File: config.mk
export PLATFORM = sky130hd
export DESIGN_NAME = mig_ui_arbiter
export DESIGN_NICKNAME = d
export VERILOG_FILES = /design/src/rtl/mig_ui_arbiter.sv
export SDC_FILE = /design/constraint.sdc
export NUM_CORES = 1
export LEC_CHECK = 0
export ABC_AREA = 0
export CAP_MARGIN = 0
export CORE_AREA = 2 2 186 188
export CTS_BUF_LIST = sky130_fd_sc_hd__clkbuf_8
export CTS_CLUSTER_SIZE = 14
export DETAILED_ROUTE_END_ITERATION = 12
export DIE_AREA = 0 0 188 190
export GPL_TIMING_DRIVEN = 0
export SLEW_MARGIN = 20
export SYNTH_ARGS = -nofsm -noshare
export SYNTH_HDL_FRONTEND = slang
export SYNTH_SLANG_ARGS = --single-unit
export TNS_END_PERCENT = 1
File: constraint.sdc
create_clock -name clk -period 6.4 [get_ports clk]
set_input_delay 0.96 -clock clk [delete_from_list [all_inputs] [get_ports clk]]
set_output_delay 0.96 -clock clk [all_outputs]
set_load 0.005 [all_outputs]
File: src/rtl/mig_ui_arbiter.sv
// Two-requester round-robin arbiter in front of one MIG UI, with bounded bursts
// and a read-tag FIFO that steers returning read beats to their issuer.
module mig_ui_arbiter #(
  parameter int APP_DATA_WIDTH = 64,
  parameter int APP_ADDR_WIDTH = 33,
  parameter int MAX_BURST      = 16,
  parameter int LOG_TAG_DEPTH  = 5
) (
  input  logic                            clk,
  input  logic                            rst,
  input  logic                            init_calib_complete,
  input  logic [1:0]                      req_en,
  input  logic [5:0]                      req_cmd,
  input  logic [2*APP_ADDR_WIDTH-1:0]     req_addr,
  input  logic [2*APP_DATA_WIDTH-1:0]     req_wdf_data,
  input  logic [1:0]                      req_wdf_wren,
  input  logic [2*APP_DATA_WIDTH/8-1:0]   req_wdf_mask,
  output logic [1:0]                      req_rdy,
  output logic [1:0]                      req_wdf_rdy,
  output logic [1:0]                      req_rd_data_valid,
  output logic [APP_DATA_WIDTH-1:0]       req_rd_data,
  input  logic                            app_rdy,
  input  logic                            app_wdf_rdy,
  input  logic                            app_rd_data_valid,
  input  logic [APP_DATA_WIDTH-1:0]       app_rd_data,
  output logic                            app_en,
  output logic                            app_wdf_wren,
  output logic                            app_wdf_end,
  output logic [2:0]                      app_cmd,
  output logic [APP_ADDR_WIDTH-1:0]       app_addr,
  output logic [APP_DATA_WIDTH-1:0]       app_wdf_data,
  output logic [APP_DATA_WIDTH/8-1:0]     app_wdf_mask,
  output logic [1:0]                      grant,
  output logic [LOG_TAG_DEPTH:0]          rd_outstanding,
  output logic                            err
);

  localparam int MASK_W    = APP_DATA_WIDTH / 8;
  localparam int TAG_DEPTH = 1 << LOG_TAG_DEPTH;
  localparam int BW        = $clog2(MAX_BURST + 1);
  localparam logic [2:0] CMD_WR = 3'b000;
  localparam logic [2:0] CMD_RD = 3'b001;
  localparam logic [BW-1:0] BURST_LAST = BW'(MAX_BURST - 1);
  localparam logic [LOG_TAG_DEPTH:0] TAG_FULL_CNT = (LOG_TAG_DEPTH + 1)'(TAG_DEPTH);

  typedef enum logic [1:0] {IDLE, GRANT0, GRANT1} state_t;

  state_t                   state;
  logic                     last_grant;
  logic [BW-1:0]            burst_cnt;

  logic                     tag_mem [TAG_DEPTH];
  logic [LOG_TAG_DEPTH-1:0] wr_ptr;
  logic [LOG_TAG_DEPTH-1:0] rd_ptr;
  logic [LOG_TAG_DEPTH:0]   tag_cnt;
  logic                     tag_empty;
  logic                     tag_full;

  logic                     owned;
  logic                     owner;
  logic                     o_en;
  logic                     o_wren;
  logic [2:0]               o_cmd;
  logic                     is_rd;
  logic                     block;
  logic                     accept;
  logic                     push;
  logic                     pop;
  logic                     end_grant;

  assign owned     = (state != IDLE);
  assign owner     = (state == GRANT1);
  assign tag_empty = (tag_cnt == '0);
  assign tag_full  = (tag_cnt == TAG_FULL_CNT);
  assign pop       = app_rd_data_valid & ~tag_empty;

  always_comb begin
    o_en   = owner ? req_en[1]       : req_en[0];
    o_wren = owner ? req_wdf_wren[1] : req_wdf_wren[0];
    o_cmd  = owner ? req_cmd[5:3]    : req_cmd[2:0];
    is_rd  = (o_cmd == CMD_RD);
    // A pop in the same cycle frees a slot, so a read may still enter a full FIFO.
    block  = tag_full & ~pop & is_rd;

    app_en       = owned & o_en & ~block;
    app_wdf_wren = owned & o_wren;
    app_wdf_end  = app_wdf_wren;
    app_cmd      = CMD_RD;
    app_addr     = '0;
    app_wdf_data = '0;
    app_wdf_mask = '0;
    req_rdy      = '0;
    req_wdf_rdy  = '0;
    if (owned) begin
      app_cmd      = o_cmd;
      app_addr     = owner ? req_addr[2*APP_ADDR_WIDTH-1:APP_ADDR_WIDTH]
                           : req_addr[APP_ADDR_WIDTH-1:0];
      app_wdf_data = owner ? req_wdf_data[2*APP_DATA_WIDTH-1:APP_DATA_WIDTH]
                           : req_wdf_data[APP_DATA_WIDTH-1:0];
      app_wdf_mask = owner ? req_wdf_mask[2*MASK_W-1:MASK_W]
                           : req_wdf_mask[MASK_W-1:0];
      req_rdy[owner]     = app_rdy & ~block;
      req_wdf_rdy[owner] = app_wdf_rdy;
    end

    accept    = app_en & app_rdy;
    push      = accept & is_rd;
    end_grant = (accept & (burst_cnt == BURST_LAST)) | ~o_en | ~init_calib_complete;

    req_rd_data_valid = '0;
    if (pop) req_rd_data_valid[tag_mem[rd_ptr]] = 1'b1;
  end

  assign req_rd_data    = app_rd_data;
  assign rd_outstanding = tag_cnt;

  always_ff @(posedge clk) begin
    if (!rst) begin
      state      <= IDLE;
      grant      <= '0;
      last_grant <= 1'b1;
      burst_cnt  <= '0;
    end else begin
      case (state)
        IDLE: begin
          if (init_calib_complete && (req_en != 2'b00)) begin
            if (req_en[0] && (!req_en[1] || last_grant)) begin
              state <= GRANT0;
              grant <= 2'b01;
            end else begin
              state <= GRANT1;
              grant <= 2'b10;
            end
          end
        end
        default: begin
          if (end_grant) begin
            state      <= IDLE;
            grant      <= '0;
            burst_cnt  <= '0;
            last_grant <= owner;
          end else if (accept) begin
            burst_cnt <= burst_cnt + BW'(1);
          end
        end
      endcase
    end
  end

  always_ff @(posedge clk) begin
    if (push) tag_mem[wr_ptr] <= owner;
  end

  always_ff @(posedge clk) begin
    if (!rst) begin
      wr_ptr  <= '0;
      rd_ptr  <= '0;
      tag_cnt <= '0;
      err     <= 1'b0;
    end else begin
      if (push) wr_ptr <= wr_ptr + LOG_TAG_DEPTH'(1);
      if (pop)  rd_ptr <= rd_ptr + LOG_TAG_DEPTH'(1);
      case ({push, pop})
        2'b10:   tag_cnt <= tag_cnt + (LOG_TAG_DEPTH + 1)'(1);
        2'b01:   tag_cnt <= tag_cnt - (LOG_TAG_DEPTH + 1)'(1);
        default: tag_cnt <= tag_cnt;
      endcase
      if ((app_rd_data_valid & tag_empty) | (accept & (o_cmd == CMD_WR) & ~o_wren))
        err <= 1'b1;
    end
  end

endmodule

==> out/results.tsv <==
stage	metric	value	unit
global_routing	antenna violations before repair	2	
yosys	area share of the largest cell type after synthesis	0.206	
worst_setup_path	Worst Path Max Fanout	10	
clock_network	CTS tree	done	
yosys	area leader, netlist	edfxtp_1	
placed_design	Final HPWL DP	25.6	mm
global_routing	gr ovfl total	0	
cells_and_area	final net count	1232	
yosys	mux cell area share after synthesis	0.0584	
yosys	mapped cell area	4670	sq um
clock_network	Clock Sink Count	62	
cells_and_area	share of cells above drive strength 1	0.108	
timing	Hold Violations, Final	0	
worst_setup_path	Slowest-stage cell, CP	clkdlybuf4s50_1	
yosys	ys flop type	edfxtp_1	
worst_setup_path	Crit Path Category	reg2out	
placed_design	placed cell area	9390	sq um
worst_setup_path	CP Cell Sequence	buf_4, nand2b_4, inv_4, clkbuf_1, clkbuf_1, a22o_1, clkdlybuf4s50_1	
clock_network	clk buf depth	2	
drt	drt pass-1 iters	6	
worst_hold_path	Worst Hold Class	reg2reg	
worst_setup_path	Reg2Reg Setup Slack	2.81	ns
yosys	post-synthesis adder-cell area fraction	0.0268	
clock_network	clock transition at the registers of the reported paths	0.07	ns
cells_and_area	Finished Cell Area	9650	sq um
worst_setup_path	CP Capture Type	output pin	
global_routing	met2 Usage GRT	0.276	
clock_network	post-cts sizing count	0	
yosys	largest family of logic cells by synthesized area	compound AO/OA/AOI/OAI gates	
placed_design	# port buffers	415	
worst_setup_path	R2R depth	13	
clock_network	hold buffer count at cts	0	
yosys	xor/xnor share of the synthesized area	0.0188	
worst_setup_path	Arr. time, crit path	3.24	ns
floorplan	num rows	68	
timing	endpoints failing setup	0	
yosys	number of synthesized flops with an enable pin	32	
yosys	Seq/Total Area, Yosys	0.334	
timing	period utilization	0.657	
drt	Vias/cell	4.03	
clock_network	htree depth	3	
power	Power Density	131	nW/um^2
power	worst vdd ir	0.0990	mV
timing	max-slew violation count	0	
timing	Hold WS	0.493	ns
worst_hold_path	worst hold path cell count	2	
timing	unrepaired setup endpoints after global routing	false	
yosys	Mean Syn Cell Area	9.23	sq um
floorplan	Top Ports	480	
global_routing	met1 Use GR	0.185	
global_routing	vias in the first global route	5666	
global_routing	pin count of the biggest net entering global routing	42	
yosys	Post-Syn Instances	506	
timing	clk_skew	0.0116	ns
floorplan	core area	33900	sq um
drt	DR iter-0 viols	290	
yosys	ranking of synthesized cells by area	edfxtp_1 21%, a22o_1 20%, dfxtp_1 13%	
floorplan	chip width	188	um
global_routing	global route hottest layer	met2	
timing	slew at the pin closest to its max-slew limit	0.943	ns
clock_network	setup bufs post-CTS	0	
yosys	most frequent cells after synthesis	108 x a22o_1, 67 x buf_4, 53 x nor2_1	
timing	post-layout minimum cycle time	4.20	ns
clock_network	clock root buffer master	clkbuf_8	
drt	Post-DRT Antenna Nets	0	
global_routing	met3 Use GR	0.0600	
yosys	Synth cell types	57	
floorplan	Initial Util	0.138	
yosys	Simple-Gate Fraction of Synth Area	0.135	
worst_setup_path	CP dominant cell by count	clkbuf_1	
placed_design	Placer Congestion	0.877	
worst_setup_path	Critical Path Start Type	flop	
run_status	status	completed	
clock_network	worst-skew pair later-pin latency	0.35	ns
drt	Post-Route WL	29.9	mm
cells_and_area	area grow syn2layout	107	%
power	Pleak	3.47	nW
global_routing	global-route wire length before repair	40.3	mm
yosys	FF+latch count, synth	62	
yosys	Synth async-reset ratio	0	
worst_setup_path	Critical Path RT	5.44	ns
clock_network	cts bufs inserted	9	
global_routing	total track usage	0.158	
timing	Fmax	238	MHz
drt	vias after detailed routing	5614	
yosys	most frequent cell after synthesis	a22o_1	
yosys	syn nets	806	
drt	post-DR wirelength/cell	21.4	um
flow_run	Max-cap violations	0	
floorplan	Die ar.	35700	sq um
yosys	Ys Warns	0	
power	Total Power	0.00126	W
drt	DR DRC count	0	
yosys	Compound-Gate Fraction of Synth Area	0.276	
floorplan	Die Y	190	um
timing	slew margin rel.	0.366	
timing	Fin Setup TNS	0	ns
worst_setup_path	Crit path largest cell delay	0.69	ns
-- area by class of cell --
class | instances | area, sq um
tap | 455 | 569
multi-input combinational | 325 | 2400
sequential | 62 | 1560
timing repair buffer | 415 | 4150
fill | 3531 | 24300
inverter | 16 | 62.6
clock buffer | 11 | 151
antenna | 2 | 5.00
clock inverter | 5 | 97.6
buffer | 103 | 643
-- through the flow --
stage,setup slack (ns),util,cells
after floorplan,3.01,-,506
after global placement,2.05,0.277,1376
after detailed placement,2.03,0.277,1376
after CTS,2.07,0.284,1392
after global routing,1.94,0.284,1393
final,2.20,0.284,1394
-- report_power, final --
group	switching, W	leakage (nW)	total, W	internal [W]
clock network	0.000151	0.132	0.000428	0.000277
registers	0.00000216	0.558	0.000420	0.000418
logic	0.000141	2.78	0.000416	0.000275
total	0.000294	3.47	0.00126	0.000971
-- sequential cells by signal (all words and copies together) (netlist names), named ones only --
register and cells:
burst_cnt 5, tag_mem 32, rd_outstanding 6, last_grant 1
err 1, rd_ptr 5, state 2, wr_ptr 5
-- worst max-delay path, delay by kind of cell (launching register included) --
kind | cells | cell delay [ns]
buf+inv | 5 | 2.07
flops | 1 | 0.36
compound gates | 1 | 0.24
simple gates | 1 | 0.20
-- layer usage --
metal  wire length, um  share of wire  vias up
met4               371          0.012        0
met1             11900           0.40     2676
met3              2520          0.084       16
li1                  -              -     2691
met5                 0              0        -
met2             15000           0.50      231
-- path summary, 6_finish.rpt --
| path | startpoint | endpoint |
|---|---|---|
| max | state[0] | app_wdf_data[57] |
| min | burst_cnt[4] | burst_cnt[4] |
| max reg2reg | state[0] | rd_outstanding[5] |
| min reg2reg | burst_cnt[4] | burst_cnt[4] |
-- cell families (layout without fill, tap and decap cells) --
kind of cell,after synthesis,count (layout)
simple gates,124,124
buf+inv,119,550
fa+ha+maj,10,10
flops,62,62
compound gates,158,158
other cells,0,2
mux,23,23
xor+xnor,10,10
-- placed cells by master, fill, tap and decap left out, types with 3 or more instances in the layout --
cell,count
nand4_1,5
nand3b_1,4
nand2_1,18
buf_4,67
nand2b_1,8
or3_1,5
nor2_1,53
buf_2,3
clkdlybuf4s50_1,415
and2_1,4
a22oi_1,4
edfxtp_1,32
clkbuf_8,11
bufinv_16,3
o22ai_1,3
mux2i_1,18
a21oi_1,15
nand3_1,8
xor2_1,6
dfxtp_1,30
inv_1,15
a211oi_1,3
clkbuf_1,32
ha_1,10
o21ai_0,6
xnor2_1,4
a22o_1,108
Note: power is estimated with default switching activity, not from simulation.
